File: src/rtl/eth_pkg.sv
// Shared types, constants and the byte-wide CRC-32 step for the Ethernet
// framer and the receive-side FCS checker.
package eth_pkg;

    typedef enum logic [2:0] {
        IDLE,
        PRE,
        HDR,
        PAY,
        FCS,
        IFG
    } state_t;

    localparam logic [7:0]  PREAMBLE = 8'h55;
    localparam logic [7:0]  SFD      = 8'hD5;
    localparam int          PRE_LEN  = 8;
    localparam int          HDR_LEN  = 16;
    localparam int          FCS_LEN  = 4;
    localparam int          IFG_LEN  = 12;
    localparam logic [31:0] CRC_POLY = 32'hEDB88320;
    localparam logic [31:0] CRC_INIT = 32'hFFFFFFFF;

    // Reflected CRC-32: one byte, LSB first, eight shift/xor steps.
    function automatic logic [31:0] crc32_byte(input logic [31:0] c, input logic [7:0] d);
        logic [31:0] r;
        r = c ^ {24'h000000, d};
        for (int i = 0; i < 8; i++) begin
            r = r[0] ? ((r >> 1) ^ CRC_POLY) : (r >> 1);
        end
        return r;
    endfunction

endpackage

File: src/rtl/crc32_d8.sv
// Byte-wide IEEE 802.3 CRC-32 accumulator; init has priority over en.
module crc32_d8
    import eth_pkg::*;
(
    input  logic        clk125,
    input  logic        rstn,
    input  logic        init,
    input  logic        en,
    input  logic [7:0]  d,
    output logic [31:0] crc
);

    always_ff @(posedge clk125 or negedge rstn) begin
        if (!rstn) begin
            crc <= CRC_INIT;
        end else if (init) begin
            crc <= CRC_INIT;
        end else if (en) begin
            crc <= crc32_byte(crc, d);
        end
    end

endmodule

File: src/rtl/eth_framer.sv
// Packs 40-bit FIFO words into Ethernet II frames, one byte per clk125 cycle,
// with preamble/SFD, fixed header, sequence number, FCS and inter-frame gap.
module eth_framer
    import eth_pkg::*;
#(
    parameter int          WORDS   = 256,
    parameter logic [47:0] DST_MAC = 48'hFFFF_FFFF_FFFF,
    parameter logic [47:0] SRC_MAC = 48'h0200_0000_0001,
    parameter logic [15:0] ETYPE   = 16'h88B5
) (
    input  logic        clk125,
    input  logic        rstn,
    input  logic        fifo_rdy,
    input  logic        fifo_empty,
    input  logic [39:0] fifo_q,
    output logic        fifo_rden,
    output logic [7:0]  tx_data,
    output logic        tx_en,
    output logic        err_underflow,
    output logic [15:0] frame_cnt
);

    localparam logic [15:0] PAY_LAST  = 16'(WORDS * 5 - 1);
    localparam logic [8:0]  WORD_LAST = 9'(WORDS - 1);

    state_t       state_reg, state_next;
    logic [15:0]  cnt_reg, cnt_next;
    logic [2:0]   bcnt_reg;
    logic [8:0]   widx_reg;
    logic [15:0]  seq_reg;
    logic [39:0]  sreg_reg;
    logic         rd_slot_reg, rd_ok_reg;
    logic         rd_due, frame_done, tx_en_next;
    logic [7:0]   byte_next;
    logic [31:0]  crc_val;
    logic         crc_init, crc_en;
    logic [127:0] hdr_vec;
    logic [7:0]   hdr_bytes [16];
    logic [7:0]   fcs_bytes [4];

    assign hdr_vec = {DST_MAC, SRC_MAC, ETYPE, seq_reg};

    genvar gi;
    generate
        for (gi = 0; gi < 16; gi++) begin : g_hdr
            assign hdr_bytes[gi] = hdr_vec[127 - 8 * gi -: 8];
        end
        for (gi = 0; gi < 4; gi++) begin : g_fcs
            assign fcs_bytes[gi] = ~crc_val[8 * gi +: 8];
        end
    endgenerate

    // Reads lead the first byte of their word by 3 cycles: word 0 is fetched
    // in HDR byte 13, word w+1 in byte 2 of word w.
    assign rd_due = ((state_reg == HDR) && (cnt_reg == 16'(HDR_LEN - 3))) ||
                    ((state_reg == PAY) && (bcnt_reg == 3'd2) && (widx_reg != WORD_LAST));
    assign fifo_rden = rd_due & ~fifo_empty;

    always_comb begin
        state_next = state_reg;
        cnt_next   = cnt_reg + 16'd1;
        frame_done = 1'b0;
        case (state_reg)
            IDLE: begin
                cnt_next = '0;
                if (fifo_rdy) state_next = PRE;
            end
            PRE: if (cnt_reg == 16'(PRE_LEN - 1)) begin state_next = HDR; cnt_next = '0; end
            HDR: if (cnt_reg == 16'(HDR_LEN - 1)) begin state_next = PAY; cnt_next = '0; end
            PAY: if (cnt_reg == PAY_LAST)         begin state_next = FCS; cnt_next = '0; end
            FCS: if (cnt_reg == 16'(FCS_LEN - 1)) begin
                state_next = IFG;
                cnt_next   = '0;
                frame_done = 1'b1;
            end
            IFG: if (cnt_reg == 16'(IFG_LEN - 1)) begin state_next = IDLE; cnt_next = '0; end
            default: begin state_next = IDLE; cnt_next = '0; end
        endcase
    end

    // Output byte is chosen from the next state so that tx_data/tx_en are
    // registered yet aligned with the state register.
    always_comb begin
        byte_next  = 8'h00;
        tx_en_next = 1'b0;
        case (state_next)
            PRE: begin
                tx_en_next = 1'b1;
                byte_next  = (cnt_next == 16'(PRE_LEN - 1)) ? SFD : PREAMBLE;
            end
            HDR: begin tx_en_next = 1'b1; byte_next = hdr_bytes[cnt_next[3:0]]; end
            PAY: begin tx_en_next = 1'b1; byte_next = sreg_reg[39:32]; end
            FCS: begin tx_en_next = 1'b1; byte_next = fcs_bytes[cnt_next[1:0]]; end
            default: ;
        endcase
    end

    assign crc_init = (state_next == PRE);
    assign crc_en   = (state_next == HDR) || (state_next == PAY);

    crc32_d8 u_crc (
        .clk125 (clk125),
        .rstn   (rstn),
        .init   (crc_init),
        .en     (crc_en),
        .d      (byte_next),
        .crc    (crc_val)
    );

    always_ff @(posedge clk125 or negedge rstn) begin
        if (!rstn) begin
            state_reg     <= IDLE;
            cnt_reg       <= '0;
            bcnt_reg      <= '0;
            widx_reg      <= '0;
            seq_reg       <= '0;
            sreg_reg      <= '0;
            rd_slot_reg   <= 1'b0;
            rd_ok_reg     <= 1'b0;
            tx_data       <= '0;
            tx_en         <= 1'b0;
            err_underflow <= 1'b0;
            frame_cnt     <= '0;
        end else begin
            state_reg   <= state_next;
            cnt_reg     <= cnt_next;
            tx_data     <= byte_next;
            tx_en       <= tx_en_next;
            rd_slot_reg <= rd_due;
            rd_ok_reg   <= rd_due & ~fifo_empty;

            if (state_reg != PAY) begin
                bcnt_reg <= '0;
                widx_reg <= '0;
            end else if (bcnt_reg == 3'd4) begin
                bcnt_reg <= '0;
                widx_reg <= widx_reg + 9'd1;
            end else begin
                bcnt_reg <= bcnt_reg + 3'd1;
            end

            // A missed read still occupies its slot, carrying an all-zero word.
            if (rd_slot_reg) begin
                sreg_reg <= rd_ok_reg ? fifo_q : 40'h0;
            end else if (state_next == PAY) begin
                sreg_reg <= {sreg_reg[31:0], 8'h00};
            end

            if (rd_due && fifo_empty) err_underflow <= 1'b1;

            if (frame_done) begin
                seq_reg   <= seq_reg + 16'd1;
                frame_cnt <= frame_cnt + 16'd1;
            end
        end
    end

endmodule
File: config.mk
export PLATFORM = sky130hd
export DESIGN_NAME = eth_framer
export DESIGN_NICKNAME = d
export VERILOG_FILES = /design/src/rtl/eth_pkg.sv /design/src/rtl/crc32_d8.sv /design/src/rtl/eth_framer.sv
export SDC_FILE = /design/constraint.sdc
export NUM_CORES = 1
export LEC_CHECK = 0
export CELL_PAD_IN_SITES_DETAIL_PLACEMENT = 1
export CELL_PAD_IN_SITES_GLOBAL_PLACEMENT = 2
export CORE_MARGIN = 5
export CORE_UTILIZATION = 34
export DETAILED_ROUTE_END_ITERATION = 8
export PLACE_DENSITY_LB_ADDON = 0.1
export REMOVE_ABC_BUFFERS = 1
export SLEW_MARGIN = 30
export SYNTH_ARGS = -nofsm -noshare
export SYNTH_HDL_FRONTEND = slang
export SYNTH_SLANG_ARGS = --single-unit
File: constraint.sdc
create_clock -name clk125 -period 4.3 [get_ports clk125]
set_input_delay 1.29 -clock clk125 [delete_from_list [all_inputs] [get_ports clk125]]
set_output_delay 1.29 -clock clk125 [all_outputs]
set_load 0.05 [all_outputs]
* Word level (Yosys, flattened, before mapping) *
Index checks and enable logic that the tools add are counted.

cells by class
  add/subtract/negate cells = 5
  order comparisons = 2
  equal/unequal tests = 20
  muxes and demuxes = 41
  bitwise logic cells = 17
  reduce and logical (&&, ||, !) cells = 11

operators by type and width
  operator                                                                 number
  32-bit 2-to-1 mux                                                        10
  40-bit 2-to-1 mux                                                        3
  13-bit NOT with 14-bit output                                            8
  16-bit 2-to-1 mux                                                        5
  16-bit one-hot mux with 5 select lines                                   1
  16-bit by 1-bit adder with 16-bit output, second input constant          3
  16-bit by 4-bit equality test with 1-bit output, second input constant   3
  8-bit 2-to-1 mux                                                         5
  8-bit binary-select mux with 4-bit select                                1
  16-bit by 3-bit equality test with 1-bit output, second input constant   2
  8-bit NOT                                                                4
  8-bit one-hot mux with 4 select lines                                    1
  32-bit by 8-bit XOR with 32-bit output                                   1
  3-bit 2-to-1 mux                                                         8
  9-bit 2-to-1 mux                                                         2
  3-bit one-hot mux with 6 select lines                                    1
  8-bit binary-select mux with 2-bit select                                1
  16-bit by 11-bit equality test with 1-bit output, second input constant  1
  16-bit by 2-bit equality test with 1-bit output, second input constant   1
  3-bit by 2-bit equality test with 1-bit output, second input constant    5
  3-bit equality test, second input constant                               4
  9-bit by 1-bit adder with 9-bit output, second input constant            1
  9-bit by 8-bit inequality test with 1-bit output, second input constant  1
  3-bit by 1-bit equality test with 1-bit output, second input constant    2
  14 further kinds                                                         22

storage, ports and cells
  flip-flop bits (word level) = 147
  input bits = 44
  output and inout bits = 27
  logic and storage cells = 109

* Depth between registers and ports, before layout *
  depth after elaboration = 27
  mapped depth = 15
  gate-level depth less buffers = 12

* Modules after synthesis *
From an unflattened synthesis, not the netlist that was laid out.

unflattened totals
  cell total of the unflattened synthesis = 806
  area, all modules = 8270.4 um2

by module, submodules not included
  module      instances  cells each  area each (um2)  seq. area each (um2)
  eth_framer  1          614         6192.2           2877.8
  crc32_d8    1          192         2078.2           840.8

* Least setup slack after synthesis *
No wires, ideal clock.

  path type = register -> register
  start = register cnt_reg[8]
  end = register u_crc.crc[19]
  setup time = 73 ps
  arrival time = 4048 ps
  data required time = 4227 ps
  path slack = 179 ps
  stages on the path, launching flop included = 13
  path buffers = 2
  clock period less this slack = 4121 ps
  path through = dfrtp_1 > buf_6 > or4_4 > or4_4 > o31a_1 > or4_1 > buf_2 > o21a_1 > a311oi_4 > xnor2_2 > xnor2_2 > xnor3_1 > a21oi_1

on the way
  cells in the longest elaborated chain, start to end = 24
  elaborated cells between the ends (all ways) = 53
  those cells by class = 1 x add/sub; 10 x eq/ne; 30 x mux; 10 x bitwise; 2 x reduce/logical

ends and longest elaborated chain
  what                                                                                               RTL line           source
  start: declaration                                                                                 eth_framer.sv:27   logic [15:0] cnt_reg, cnt_next;
  start signal: assignment                                                                           eth_framer.sv:126  cnt_reg <= cnt_next;
  parallel branches: the longest is 24 deep, another holds 16-bit by 1-bit adder with 16-bit output  n/a
  end signal: assignment                                                                             crc32_d8.sv:19     crc <= crc32_byte(crc, d);
  end: declaration                                                                                   crc32_d8.sv:10     output logic [31:0] crc

Several ways; the timed one is not identified. The select of a mux whose other input is x is not followed.
A chain may end at the register's enable or synchronous reset.

* Final worst setup path *
Ends and elaborated chain as after synthesis.

==> impl_summary.md <==
Outcome
The run finished with clean final reports.

Worst setup path
Setup slack on the worst reg-to-reg path comes out at 140 ps. The most critical setup path has its endpoint at u_crc.crc[19]. The startpoint identified for the worst register-to-register timing path is cnt_reg[8].

The number of cells on the worst reg-to-reg path is 13. The start point of the critical path is cnt_reg[8]. The type of destination of the critical path is a register. The required time of the critical path is 4660 ps.

The largest fanout on the critical path is 21. The worst setup path is launched from a register. The worst setup path is of the reg -> reg kind. The capture instance of the worst register-to-register path is u_crc.crc[19]. The arrival time at the worst endpoint is 4520 ps.

Finish
The synthesis-to-layout area growth is 26.2%. The register with the most flip-flops in the layout has 40 of them. Cells fill 43.6% of the core in the end.

The post-route netlist has 17.7% of its cells at a drive strength greater than 1. The final-stage net count is 1003. Fill cells in the final layout number 2639. The top cell types in the final layout, fill and taps aside, are sky130_fd_sc_hd__dfrtp_1 (115), sky130_fd_sc_hd__nand2_1 (93), sky130_fd_sc_hd__nor2_1 (85), sky130_fd_sc_hd__xnor2_1 (69), sky130_fd_sc_hd__clkdlybuf4s50_1 (68). The most common cell after layout, fill and taps aside is sky130_fd_sc_hd__dfrtp_1.

The total area of multi-input combinational cells is 4240 um2. The number of antenna diodes in the final layout is 0. The area taken by flip-flops and latches is 3720 um2.

Flow run
The max-capacitance violation count is 0.

Logic synthesis
For this run, the leading register cell type out of synthesis is sky130_fd_sc_hd__dfrtp_1. The mapped netlist covers 8120 um2. The share of async-settable or async-resettable flops after synthesis is 100%. By area the synthesized netlist is led by sky130_fd_sc_hd__dfrtp_1 (35%), sky130_fd_sc_hd__dfstp_2 (10%), sky130_fd_sc_hd__xnor2_1 (7.4%), sky130_fd_sc_hd__mux2i_1 (5.2%), sky130_fd_sc_hd__xor2_1 (4.3%). The number of warnings issued by yosys is 0. The synthesized design spends more area on one cell type than any other, namely sky130_fd_sc_hd__dfrtp_1. The post-synthesis cell count is 837.

The distinct cell type count of the synthesized netlist is 67. The number of enable-type register cells in the synthesized netlist is 0. After synthesis, flip-flops and latches occupy 45.8% of the total area. The register bit total from synthesis is 147. A synthesized cell averages 9.70 um2. The area fraction of the dominant cell type after synthesis is 35.5%.

GRT
The global-route congestion overflow total is 0. For this run, the total global-route usage over all layers was measured as 17.9%. The largest net degree at the start of global routing is 70. The first global-routing pass estimated 38200 um of wire. The number of global-route vias before repair is 7028. The number of antenna violations at the first check in global routing was 0.

Die
The floorplan step set the die width to 164 um. In this run the vertical extent of the chip is 164 um. The initialized floorplan defines 56 standard-cell rows. The initial cell density of the core is 34.6%. 71 I/O pins were placed. The total area inside the core boundary comes to 23500 um2. The floorplan step defined a die boundary enclosing 27100 um2.

Power
Across the VDD grid, the largest voltage drop is 0.000493 V. In this run the power spent charging and discharging nets is 1930 uW. The proportion of power drawn by combinational gates is 40.9%. Of the total power, the share spent switching nets is 34.0%. The portion of total power attributed to sequential cells is 34.1%. The internal portion of total power is 3760 uW. The portion of total power attributed to the clock network is 25.1%.

The power density normalized to cell area is 556 nW/um2. The leakage dissipation is 0.00444 uW.

Min path
The min-delay analysis places its worst path in the category reg -> reg. In this run the most critical hold path is launched from err_underflow.

Timing
The actual transition at the worst max-transition pin is 781 ps. The count of final hold-check violations is 0. The highest attainable clock frequency is 240 MHz. The final cycle utilization of the critical path is 96.7%.

The final critical path time including I/O delays and setup is 4160 ps. The worst clock skew on the final layout is 14.4 ps. The remaining max-slew budget at the tightest pin is 47.2%. The final max-slew violation count is 0. Hold timing on the final database bottoms out at a slack of 461 ps. Setup violations remaining at the end of the flow were counted as 0.

Route
The total via count in the routed design is 6501. The count of nets left with antenna violations once routing finished came out at 0. The first routing iteration left 309 violations. The number of remaining DRC errors is 0.

After detailed routing, the number of vias per cell comes to 5.07. The first-pass iteration count of the detailed router is 4. In the final routed layout, each cell accounts on average for 18.2 um. The overall routed net length is 23300 um.

Clock tree
The clock passes through at most 2 buffers. The clock tree from TritonCTS is done. Clock latency on the worst-skew pair, taken at its later pin, is 440 ps. The number of clock buffers added by TritonCTS is 17. The clock net in this run drives a total of 147 sinks.

The H-tree depth reported by CTS is 4. Clock-pin slew was measured on the worst setup and hold paths at 70 ps. Hold repair after CTS inserted 0 buffers. The cell sitting at the root of the clock tree is a sky130_fd_sc_hd__clkbuf_16.

Placed design
The sum of net half-perimeters after detailed placement is 17000 um. The number of buffers added on ports is 70. The routability congestion estimate from global placement is 0.809.
[worst min-delay path by stage]
stage / to / slack, ps / cells past startpoint
final: err_underflow / 460 / 1
after CTS: err_underflow / 470 / 1
after floorplan: seq_reg[15] / 440 / 1
after global placement: err_underflow / 440 / 1
after detailed placement: err_underflow / 450 / 1
after global routing: err_underflow / 490 / 1
[worst max-delay path, stage by stage (launching register included)]
cell                       delay (ps)
sky130_fd_sc_hd__dfrtp_1          390
sky130_fd_sc_hd__or4_4            600
sky130_fd_sc_hd__or4_4            570
sky130_fd_sc_hd__o31a_1           350
sky130_fd_sc_hd__nor4_4           230
sky130_fd_sc_hd__buf_12           200
sky130_fd_sc_hd__nor3_1           110
sky130_fd_sc_hd__o21a_1           240
sky130_fd_sc_hd__a311oi_4         290
sky130_fd_sc_hd__buf_4            190
sky130_fd_sc_hd__xnor2_4          170
sky130_fd_sc_hd__xnor2_2          170
sky130_fd_sc_hd__xnor3_1          420
sky130_fd_sc_hd__a21oi_1          160
[per-stage QoR]
stage                     TNS [ps]  setup WS (ps)  total power [uW]  area, um2  std cells
after global routing         -48.9          -32.1              6030      10200       1281
after global placement        -243          -47.1              4180       9600       1248
after floorplan            -175580          -3440              3470       7920        790
final                            0            141              5700      10200       1281
after detailed placement     -2230           -225              4270       9610       1248
after CTS                        0           3.10              5750      10200       1280
[power by group through the flow]
| stage | sequential (uW) | combinational (uW) | clock [uW] |
|---|---|---|---|
| final | 1940 | 2330 | 1430 |
| after detailed placement | 1970 | 2300 | 0 |
| after floorplan | 1910 | 1560 | 0 |
| after global routing | 1970 | 2520 | 1540 |
| after global placement | 1960 | 2220 | 0 |
| after CTS | 1940 | 2330 | 1480 |
[metal layers]
layer | global-route usage (%) | share of wire [%]
met5 | 0 | 0
met1 | 22.7 | 44
met2 | 31.8 | 53
met4 | 4.20 | 0.89
met3 | 2.92 | 2.1
[Yosys cell counts, drive strengths merged (3+ instances only)]
master and instances:
dfrtp 115, nand2 93, nor2 85, xnor2 75, a21oi 58, o21ai 50
mux2i 42, xor2 40, clkbuf 33, dfstp 32, nand3 18, nand4 18
inv 15, nor3 15, buf 14, and3 12, a21o 10, ha 10
and2 7, or4 7, nor4 6, o2111ai 6, a311oi 5, nor2b 5
o21a 5, o22ai 5, a31oi 4, o31a 4, or3 4, a211oi 3
and4 3, mux2 3, nand2b 3, nor3b 3, o211ai 3
[layout make-up]
type                            count  area share [%]
Multi-Input combinational cell    628            41.4
Sequential cell                   147            36.3
Timing Repair Buffer              140            12.4
Clock buffer                       18            4.29
Tap cell                          319            3.90
Clock inverter                     14            1.15
Inverter                           15           0.550
[what timing repair did]
action / 4_1_cts / 5_1_grt
setup endpoints to repair: 0 / 23
resized for setup: 0 / 11
setup buffers: 0 / 1
[cells by family after synthesis]
| group | count (synthesis) | share of synthesized area [%] |
|---|---|---|
| simple gates | 285 | 16.8 |
| fa+ha+maj | 10 | 1.54 |
| compound gates | 172 | 13.9 |
| xor+xnor | 116 | 13.2 |
| flops | 147 | 45.8 |
| mux | 45 | 5.60 |
| buf+inv | 62 | 3.16 |
(Power assumes the default switching activity.)
